`config.mk`:
```
export PLATFORM = sky130hd
export DESIGN_NAME = piso_serializer
export DESIGN_NICKNAME = d
export VERILOG_FILES = /design/src/rtl/seq_det_pkg.sv /design/src/rtl/piso_serializer_hold_reg.sv /design/src/rtl/piso_serializer.sv
export SDC_FILE = /design/constraint.sdc
export NUM_CORES = 1
export LEC_CHECK = 0
export CELL_PAD_IN_SITES_DETAIL_PLACEMENT = 0
export CELL_PAD_IN_SITES_GLOBAL_PLACEMENT = 1
export CORE_ASPECT_RATIO = 0.9
export CORE_MARGIN = 10
export CORE_UTILIZATION = 43
export CTS_BUF_LIST = sky130_fd_sc_hd__clkbuf_4
export DETAILED_ROUTE_END_ITERATION = 10
export PLACE_DENSITY_LB_ADDON = 0.1
export SLEW_MARGIN = 40
export SYNTH_ARGS = -nofsm -noshare
export SYNTH_HDL_FRONTEND = slang
export SYNTH_SLANG_ARGS = --single-unit
```
`constraint.sdc`:
```
create_clock -name clk -period 2.08 [get_ports clk]
set_clock_uncertainty 0.05 [all_clocks]
set_input_delay 0.416 -clock clk [delete_from_list [all_inputs] [get_ports clk]]
set_output_delay 0.416 -clock clk [all_outputs]
set_load 0.03 [all_outputs]
```
`src/rtl/seq_det_pkg.sv`:
```
// Shared constants for the sequence-detector chain: serializer width default
// and the shifter state encoding that the detector FSM package also uses.
package seq_det_pkg;

  localparam int SER_WIDTH_DEFAULT = 8;

  typedef enum logic [0:0] {
    ST_IDLE  = 1'b0,
    ST_SHIFT = 1'b1
  } shift_state_e;

endpackage

```
`src/rtl/piso_serializer_hold_reg.sv`:
```
// One-entry holding register with a full flag. A write always wins over a
// simultaneous read, so a drain and a refill in one edge leave it full.
module hold_reg #(
  parameter int WIDTH = 8
) (
  input  logic             clk,
  input  logic             reset,
  input  logic [WIDTH-1:0] in_data,
  input  logic             in_we,
  input  logic             out_re,
  output logic [WIDTH-1:0] out_data,
  output logic             out_full
);

  logic [WIDTH-1:0] data_q, data_d;
  logic             full_q, full_d;

  always_comb begin
    data_d = data_q;
    full_d = full_q;
    if (in_we) begin
      data_d = in_data;
      full_d = 1'b1;
    end else if (out_re) begin
      full_d = 1'b0;
    end
  end

  always_ff @(posedge clk or posedge reset) begin
    if (reset) begin
      data_q <= '0;
      full_q <= 1'b0;
    end else begin
      data_q <= data_d;
      full_q <= full_d;
    end
  end

  assign out_data = data_q;
  assign out_full = full_q;

endmodule

```
`src/rtl/piso_serializer.sv`:
```
// Parallel-in/serial-out front end for the sequence detector. A one-word
// holding register lets consecutive words leave with no gap bits.
module piso_serializer
  import seq_det_pkg::*;
#(
  parameter int WIDTH     = SER_WIDTH_DEFAULT,
  parameter bit MSB_FIRST = 1'b1
) (
  input  logic             clk,
  input  logic             reset,
  input  logic [WIDTH-1:0] load_data,
  input  logic             load_valid,
  output logic             load_ready,
  output logic             ser_out,
  output logic             ser_valid,
  output logic             frame_start,
  output logic             frame_end
);

  localparam int            CW       = (WIDTH > 1) ? $clog2(WIDTH) : 1;
  localparam logic [CW-1:0] LAST_CNT = CW'(WIDTH - 1);

  shift_state_e     state_q, state_d;
  logic [CW-1:0]    cnt_q, cnt_d;
  logic [WIDTH-1:0] sr_q, sr_d;

  logic [WIDTH-1:0] hold_data;
  logic             hold_full;
  logic             accept, free, hold_we, hold_re, active;

  assign load_ready = ~hold_full;
  assign accept     = load_valid & load_ready;
  assign active     = (state_q == ST_SHIFT);
  assign free       = ~active | (cnt_q == LAST_CNT);

  // Only the bypass case keeps an accepted word out of the holding register.
  assign hold_re = free & hold_full;
  assign hold_we = accept & ~(free & ~hold_full);

  hold_reg #(
    .WIDTH (WIDTH)
  ) u_hold (
    .clk      (clk),
    .reset    (reset),
    .in_data  (load_data),
    .in_we    (hold_we),
    .out_re   (hold_re),
    .out_data (hold_data),
    .out_full (hold_full)
  );

  always_comb begin
    state_d = state_q;
    cnt_d   = cnt_q;
    sr_d    = sr_q;
    if (free && hold_full) begin
      sr_d    = hold_data;
      cnt_d   = '0;
      state_d = ST_SHIFT;
    end else if (free && accept) begin
      sr_d    = load_data;
      cnt_d   = '0;
      state_d = ST_SHIFT;
    end else if (free) begin
      state_d = ST_IDLE;
    end else begin
      sr_d  = MSB_FIRST ? {sr_q[WIDTH-2:0], 1'b0} : {1'b0, sr_q[WIDTH-1:1]};
      cnt_d = cnt_q + 1'b1;
    end
  end

  always_ff @(posedge clk or posedge reset) begin
    if (reset) begin
      state_q <= ST_IDLE;
      cnt_q   <= '0;
      sr_q    <= '0;
    end else begin
      state_q <= state_d;
      cnt_q   <= cnt_d;
      sr_q    <= sr_d;
    end
  end

  assign ser_out     = active & (MSB_FIRST ? sr_q[WIDTH-1] : sr_q[0]);
  assign ser_valid   = active;
  assign frame_start = active & (cnt_q == '0);
  assign frame_end   = active & (cnt_q == LAST_CNT);

endmodule

```
# [Yosys cells after proc, flatten, opt, wreduce, memory -nomap -nowiden]
# Index checks and enable logic that the tools add are counted.
[classes] n_reduce_logical=5 muxes=11 n_addsub=1 n_bitwise=11 eq_ne=2
[op_table] cell="8-bit two-way mux" n=3
[op_table] cell="3-bit two-way mux" n=3
[op_table] cell="1-bit bitwise AND" n=7
[op_table] cell="1-bit two-way mux" n=5
[op_table] cell="3-bit by 1-bit adder with 3-bit output, second input constant" n=1
[op_table] cell="3-bit equality test, second input constant" n=1
[op_table] cell="3-bit logical NOT" n=1
[op_table] cell="3-bit by 1-bit inequality test with 1-bit output, second input constant" n=1
[op_table] cell="1-bit NOT" n=3
[op_table] cell="3-bit nonzero test" n=1
[op_table] cell="1-bit logical AND" n=2
[op_table] cell="2-bit nonzero test" n=1
[op_table] cell="1-bit OR" n=1
[word_totals] inputBits=11 output_inout_bits=5 word_cells=35 reg_bits=21

# [Depth between registers and ports, before layout]
# Gate-level depths: netlist of the first run.
[depth] depth_word=6 mapped_depth=6 depth_no_buf=6

# [By module]
# From an unflattened synthesis of the first run, not the netlist that was laid out.
[unflattened] cells_unflattened=113 hier_area_um2=1184.9
[by_module_without_submodules] mod="piso_serializer" seq_area_each_um2=300.3 area_each_um2=812.0 cells_per_inst=92 n_inst=1
[by_module_without_submodules] mod="hold_reg" seq_area_each_um2=225.2 area_each_um2=372.9 cells_per_inst=21 n_inst=1

# [Worst setup path before layout of the first run]
# No wires, ideal clock.
[synth_path] path_kind="flip-flop to flip-flop" from="register cnt_q[0]" to="register u_hold.data_q[0] (netlist: u_hold.out_data[0])" t_arrival_ns=1.490 stages_incl_launch_ff=7 slack_ns=0.415 setup_ns=0.125 n_path_buf=1 t_required_ns=1.905 path_cell_list="dfrtp_1 -> ha_1 -> ha_1 -> nor2b_4 -> and3_4 -> buf_8 -> mux2_4"
[synth_between] elab_chain_len=5
[synth_lines] element="start: declaration" line_no="piso_serializer.sv:24" source="logic [CW-1:0] cnt_q, cnt_d;"
[synth_lines] element="start signal: assignment" line_no="piso_serializer.sv:79" source="cnt_q <= cnt_d;"
[synth_lines] element="3-bit equality test" line_no="piso_serializer.sv:34" source="assign free = ~active | (cnt_q == LAST_CNT);"
[synth_lines] element="1-bit OR" line_no="piso_serializer.sv:34"
[synth_lines] element="1-bit bitwise AND" line_no="piso_serializer.sv:38" source="assign hold_we = accept & ~(free & ~hold_full);"
[synth_lines] element="1-bit NOT" line_no="piso_serializer.sv:38"
[synth_lines] element="1-bit bitwise AND" line_no="piso_serializer.sv:38"
[synth_lines] element="end signal: assignment" line_no="piso_serializer_hold_reg.sv:34" source="data_q <= data_d;"
[synth_lines] element="end: declaration" line_no="piso_serializer_hold_reg.sv:15" source="logic [WIDTH-1:0] data_q, data_d;"
# Every way passes these cells.
# A chain may end at the register's enable or synchronous reset.

# [Final worst setup path of the first run]
[layout_path] from="register state_q (netlist: ser_valid)" to="output ser_valid"
[layout_lines] element="start: declaration" line_no="piso_serializer.sv:23" source="shift_state_e state_q, state_d;"
[layout_lines] element="start signal: assignment" line_no="piso_serializer.sv:78" source="state_q <= state_d;"
[layout_lines] element="end: declaration" line_no="piso_serializer.sv:15" source="output logic ser_valid,"
# No word-level cell between the ends.

==> qor.txt, run 1 <==
Clk_lat worst skew - 0.31 ns
Kind of critical path - reg2out
ANT nets after route - 0
Power per cell area - 1200 nW/µm²
Final setup TNS - 0 ns
Max-Cap Viols - 0
IO Pins - 16
Slew margin rel. - 78.7%
Post-layout min period - 1.93 ns
Slew at the pin closest to its max-slew limit - 0.318 ns
Syn nets - 109
Cell internal pwr - 0.984 mW
Leak - 0.602 nW
Die Height - 66.9 µm
Crit path cell chain - clkdlybuf4s50_1
Die W - 72.1 µm
CP required - 1.61 ns
Initial antenna violation count - 0
Sequential fraction of the synthesis area - 49.9%
# clock sinks - 21
Area share of the largest cell type after synthesis - 49.9%
Worst vdd ir - 0.000654 V
Mapped Area - 1050 µm²
Crit-path max FO - 6
Final Util - 56.3%
Detailed Routing Iterations Pass 1 - 5
Switching power - 0.538 mW
WL per Instance - 15.4 µm
DPL Wire Length - 1560 µm
Total GRT Usage - 9.38%
CP top delay family - buffers and inverters
Total number of vias - 739
Layout cells sized above 1 - 19.8%
YS warnings - 0
Die area - 4830 µm²
Arr. time, crit path - 1.46 ns
Ys async rst share - 100%
Core outline area - 2260 µm²
Fin. Hold Viols - 0
Drt drc - 0
CTS buffer count - 3
Hold Path Class - in2async
Run status - complete, no violations
Clock Path Buffers - 2
Worst setup SP type - flop
Seq cells post-synth - 21
Placed cell area - 1240 µm²
CP max stage delay - 0.70 ns
Switching share of power - 35.4%
Clock-pin slew on the worst setup and hold paths - 0.13 ns
Slew Limit Fails - 0
Synth Instances - 95
Vias/cell - 5.17
Most used DFF post-synth - dfrtp_1
Design area - 1270 µm²
CP Capture Type - primary output
Setup WS pre-CTS - 0.124 ns
Most numerous cell in the Yosys netlist - dfrtp_1
Final net count - 131
Gate power share - 42.6%
Row Count - 16
Synth cell count leaders - dfrtp_1, o21ai_0, nand2_1
FILL cells - 209
Area contributors post-synth - dfrtp_1, mux2_4, o21ai_0
# setup viols final - 0
Final wirelength - 2210 µm
Synth unique cells - 23
Area leader, netlist - dfrtp_1
CTS tree - yes
Fin crit share - 92.7%
Initial DRC Count - 28
Final worst slack - 0.151 ns
Proportion of power drawn by the clock network - 13.7%
EDFF count, synth - 0
Syn Area/Cell - 11.1 µm²
Slowest CP cell - clkdlybuf4s50_1
Antenna cells - 0
First-pass GRT wire length - 3660 µm
Clock root buffer master - clkbuf_4
Congestion Overflow GR - 0
Postcts setup bufs - 0
Gp weighted congestion - 0.716
I/O Buffers - 15
Buffer and inverter count on the worst path - 1
P&R area growth vs syn - 20.9%
Largest net degree at the start of global routing - 22
Vias in the first global route - 785
Effective utilization at floorplan - 46.5%
H-tree depth - 1
Sequential Power Share - 43.8%
Fmax - 0.518 GHz
RSZ-0062 raised after global routing - false
[cell usage in the layout, fill, tap and decap left out, drive strengths merged]
cell type / netlist / final
and2: 2 / 2
and2b: 2 / 2
buf: 5 / 7
mux2i: 1 / 1
nor2b: 6 / 6
or2b: 1 / 1
a211oi: 7 / 7
clkinvlp: 0 / 1
dfrtp: 21 / 21
nor3: 1 / 1
dlymetal6s2s: 0 / 1
a21oi: 1 / 1
nor2: 3 / 3
nand2: 10 / 10
clkdlybuf4s50: 0 / 12
clkbuf: 0 / 4
clkdlybuf4s15: 0 / 1
and3: 1 / 1
a22o: 1 / 1
inv: 5 / 5
o21ai: 17 / 17
ha: 3 / 3
mux2: 8 / 8
[stage by stage]
| step | std cells | hold WS [ns] | power (mW) |
|---|---|---|---|
| floorplan | 95 | 0.343 | 1.14 |
| global placement | 139 | 0.414 | 1.32 |
| detailed placement | 139 | 0.425 | 1.34 |
| CTS | 143 | 0.395 | 1.54 |
| global route | 143 | 0.406 | 1.63 |
| finish | 143 | 0.386 | 1.52 |
[per-layer routing]
metal | share of wire [%] | global-route usage [%]
met1 | 47 | 11.7
met3 | 7.9 | 4.44
met2 | 45 | 14.5
met5 | 0 | 0
met4 | 0.54 | 1.45
[flip-flops by register name, summed over array words and instances (netlist names)]
name / cells
cnt_q: 3
u_hold.out_full: 1
ser_valid: 1
sr_q: 8
u_hold.out_data: 8
[what timing repair did]
| item | 4_1_cts | 5_1_grt |
|---|---|---|
| endpoints found under the hold margin | 0 | 0 |
| endpoints found under the setup margin | 2 | 3 |
| cloned | 0 | 0 |
| hold buffers | 0 | 0 |
| gates resized for setup | 2 | 4 |
[layout make-up]
class                      instances  area, µm²  share of cell area (%)
inverter                           5       18.8                    1.47
tap                               27       33.8                    2.65
sequential                        21        526                    41.3
multi-input combinational         64        464                    36.5
clock inverter                     1       7.51                   0.590
clock buffer                       3       22.5                    1.77
timing repair buffer              22        200                    15.7
[power groups by stage]
stage	combinational, mW	sequential, mW	clock [mW]
CTS	0.657	0.668	0.216
floorplan	0.491	0.649	0
finish	0.648	0.666	0.208
detailed placement	0.663	0.677	0
global placement	0.650	0.668	0
global route	0.713	0.690	0.225
[cell families (layout without fill, tap and decap cells)]
family | after synthesis | count (layout) | synth area share, %
flip-flops | 21 | 21 | 49.9
buffers and inverters | 10 | 31 | 5.94
AND/OR/NAND/NOR | 26 | 26 | 13.8
multiplexers | 9 | 9 | 12.4
AO/OA/AOI/OAI | 26 | 26 | 14.4
adder cells (fa/ha/maj) | 3 | 3 | 3.57
[path summary, 6_finish.rpt]
| path | start | slack, ns | cells after the start | to |
|---|---|---|---|---|
| worst max-delay path | ser_valid | 0.15 | 1 | ser_valid |
| worst min-delay path | reset | 0.39 | 3 | u_hold.out_data[0] |
| worst max register to register | cnt_q[0] | 0.27 | 6 | u_hold.out_data[2] |
| worst min register to register | sr_q[2] | 0.45 | 2 | sr_q[3] |
| max in group asynchronous | reset | 1.38 | 3 | sr_q[6] |
| min in group clk | sr_q[2] | 0.45 | 2 | sr_q[3] |
Note: power is estimated with default switching activity, not from simulation.
==> inputs of run 2 (changes only) <==
- CTS_BUF_LIST: sky130_fd_sc_hd__clkbuf_4 -> sky130_fd_sc_hd__clkbuf_2
==> run 2 against run 1 <==
Net effect: critical path depth grew 1; largest power group unchanged; sequential cell count is the same; critical path type unchanged; hold slack lost 0.046 ns; clock power shrank 14%; wire length shrank 0.77%; sequential power is essentially flat; final area shrank 1.1%; register-to-register slack is essentially flat; clock-buffer cell count is the same; power shrank 2.8%.
==> qor.txt, run 2 (synthesis gave the netlist of run 1 again) <==
Row Count - 16 (unchanged)
I/O Buffers - 15 (unchanged)
Sequential Power Share - 44.9% (+1.1 points)
Largest net degree at the start of global routing - 22 (unchanged)
Total number of vias - 744 (+0.68%)
P&R area growth vs syn - 19.6%
WL per Instance - 15.3 µm (-0.77%)
# setup viols final - 0 (unchanged)
FILL cells - 208 (-0.48%)
CP top delay family - buffers and inverters
Power per cell area - 1180 nW/µm² (-1.8%)
Placed cell area - 1240 µm² (unchanged)
CP Capture Type - primary output
Tot Pwr - 1.48 mW (-2.8%)
Grt met2 use - 14.5% (unchanged)
Kind of critical path - reg2out
Clock-pin slew on the worst setup and hold paths - 0.21 ns (+0.08 ns)
Total GRT Usage - 9.47% (+0.092 points)
Switching power - 0.534 mW (-0.86%)
Max-Cap Viols - 0 (unchanged)
Fmax - 0.508 GHz (-1.9%)
Grt peak-use layer - met2
Slew at the pin closest to its max-slew limit - 0.318 ns (+0.00000441 ns)
Die Height - 66.9 µm (unchanged)
Highest-count cells in the layout ignoring fill and taps - dfrtp_1, o21ai_0, clkdlybuf4s50_1, nand2_1, mux2_4
Met3 Resource Use GR - 4.44% (unchanged)
Initial DRC Count - 41 (+46%)
Gate power share - 43.1% (+0.5 points)
Gp weighted congestion - 0.716 (unchanged)
Initial antenna violation count - 0 (unchanged)
Proportion of power drawn by the clock network - 12.0% (-1.7 points)
CTS tree - yes
Worst setup SP type - flop
Commonest non-fill, non-tap cell in the layout - dfrtp_1
First-pass GRT wire length - 3690 µm (+0.76%)
Slew Limit Fails - 0 (unchanged)
Post-layout min period - 1.97 ns (+0.0378 ns)
ANT nets after route - 0 (unchanged)
Slew margin rel. - 78.7% (about the same)
Congestion Overflow GR - 0 (unchanged)
Antenna cells - 0 (unchanged)
Die area - 4830 µm² (unchanged)
CP required - 1.61 ns (about the same)
Final wirelength - 2190 µm (-0.77%)
Worst vdd ir - 0.000686 V (+4.8%)
Die W - 72.1 µm (unchanged)
Final setup TNS - 0 ns (unchanged)
Design area - 1260 µm² (-1.1%)
Crit path cell chain - inv_2 -> clkdlybuf4s50_1
Fin crit share - 94.5% (+1.8 points)
Core outline area - 2260 µm² (unchanged)
Hold Path Class - in2async
Effective utilization at floorplan - 46.5% (unchanged)
IO Pins - 16 (unchanged)
Fin. Hold Viols - 0 (unchanged)
Clock Path Buffers - 2 (unchanged)
RSZ-0062 raised after global routing - false
Placed cells - 139 (unchanged)
CTS Hold Buffers Added - 0 (unchanged)
Final std cells w/o fill - 143 (unchanged)
Leak - 0.590 nW (-2.0%)
Postcts setup bufs - 0 (unchanged)
Final Hold Slack - 0.339 ns (-0.0462 ns)
Post_cts resized - 5 (+3)
Detailed Routing Iterations Pass 1 - 4 (-1)
# clock sinks - 21 (unchanged)
Crit-path max FO - 2 (-4)
CTS buffer count - 3 (unchanged)
Slowest CP cell - clkdlybuf4s50_1
Cell internal pwr - 0.945 mW (-3.9%)
Arr. time, crit path - 1.50 ns (+0.04 ns)
Drt drc - 0 (unchanged)
Buffer and inverter count on the worst path - 2 (+1)
DPL Wire Length - 1560 µm (unchanged)
GR Util met1 - 11.7% (unchanged)
Vias/cell - 5.20 (+0.68%)
Clk_lat worst skew - 0.33 ns (+0.02 ns)
Vias in the first global route - 787 (+0.25%)
H-tree depth - 1 (unchanged)
Switching share of power - 36.1% (+0.73 points)
Run status - complete, no violations
Layout cells sized above 1 - 20.7% (+0.86 points)
Final net count - 131 (unchanged)
CP max stage delay - 0.67 ns (-0.03 ns)
Clock root buffer master - clkbuf_2
[run 2: area by class of cell]
cell class / count / area, µm² / area share [%]
clock buffer: 3 / 15.0 / 1.19
clock inverter: 1 / 7.51 / 0.596
inverter: 5 / 18.8 / 1.49
multi-input combinational: 64 / 464 / 36.9
sequential: 21 / 526 / 41.7
tap: 27 / 33.8 / 2.68
timing repair buffer: 22 / 194 / 15.4
[run 2: worst register-to-register path, delay by kind of cell, from the launching register on]
family | cells | cell delay (ns)
simple gates | 2 | 0.40
fa+ha+maj | 2 | 0.38
flops | 1 | 0.43
buf+inv | 1 | 0.14
mux | 1 | 0.32
[run 2: final timing paths]
path,slack [ns],endpoint,depth (start not counted),start
worst max register to register,0.27,u_hold.out_data[5],6,cnt_q[0]
worst min register to register,0.46,sr_q[3],2,sr_q[2]
min in group clk,0.46,sr_q[3],2,sr_q[2]
max in group asynchronous,1.42,cnt_q[2],3,reset
worst min-delay path,0.34,u_hold.out_data[0],3,reset
worst max-delay path,0.11,load_ready,2,u_hold.out_full
[run 2: stage by stage]
| stage | utilization, % | setup slack (ns) |
|---|---|---|
| floorplan | - | 0.415 |
| global placement | 55.0 | 0.140 |
| detailed placement | 55.0 | 0.124 |
| CTS | 56.0 | 0.0116 |
| global route | 55.6 | 0.0510 |
| finish | 55.6 | 0.113 |
[run 2: power groups by stage]
stage          combinational (mW)  clock (mW)  sequential (mW)
2_1_floorplan               0.491           0            0.649
3_3_place_gp                0.650           0            0.668
3_5_place_dp                0.663           0            0.677
4_1_cts                     0.653       0.186            0.667
5_1_grt                     0.703       0.198            0.690
6_report                    0.637       0.178            0.664
[run 2: routing by layer]
layer | vias to the layer above | part of all wire (%)
met5 | - | 0
met4 | 0 | 0.55
met3 | 2 | 8.8
met2 | 23 | 46
met1 | 352 | 45
li1 | 367 | -
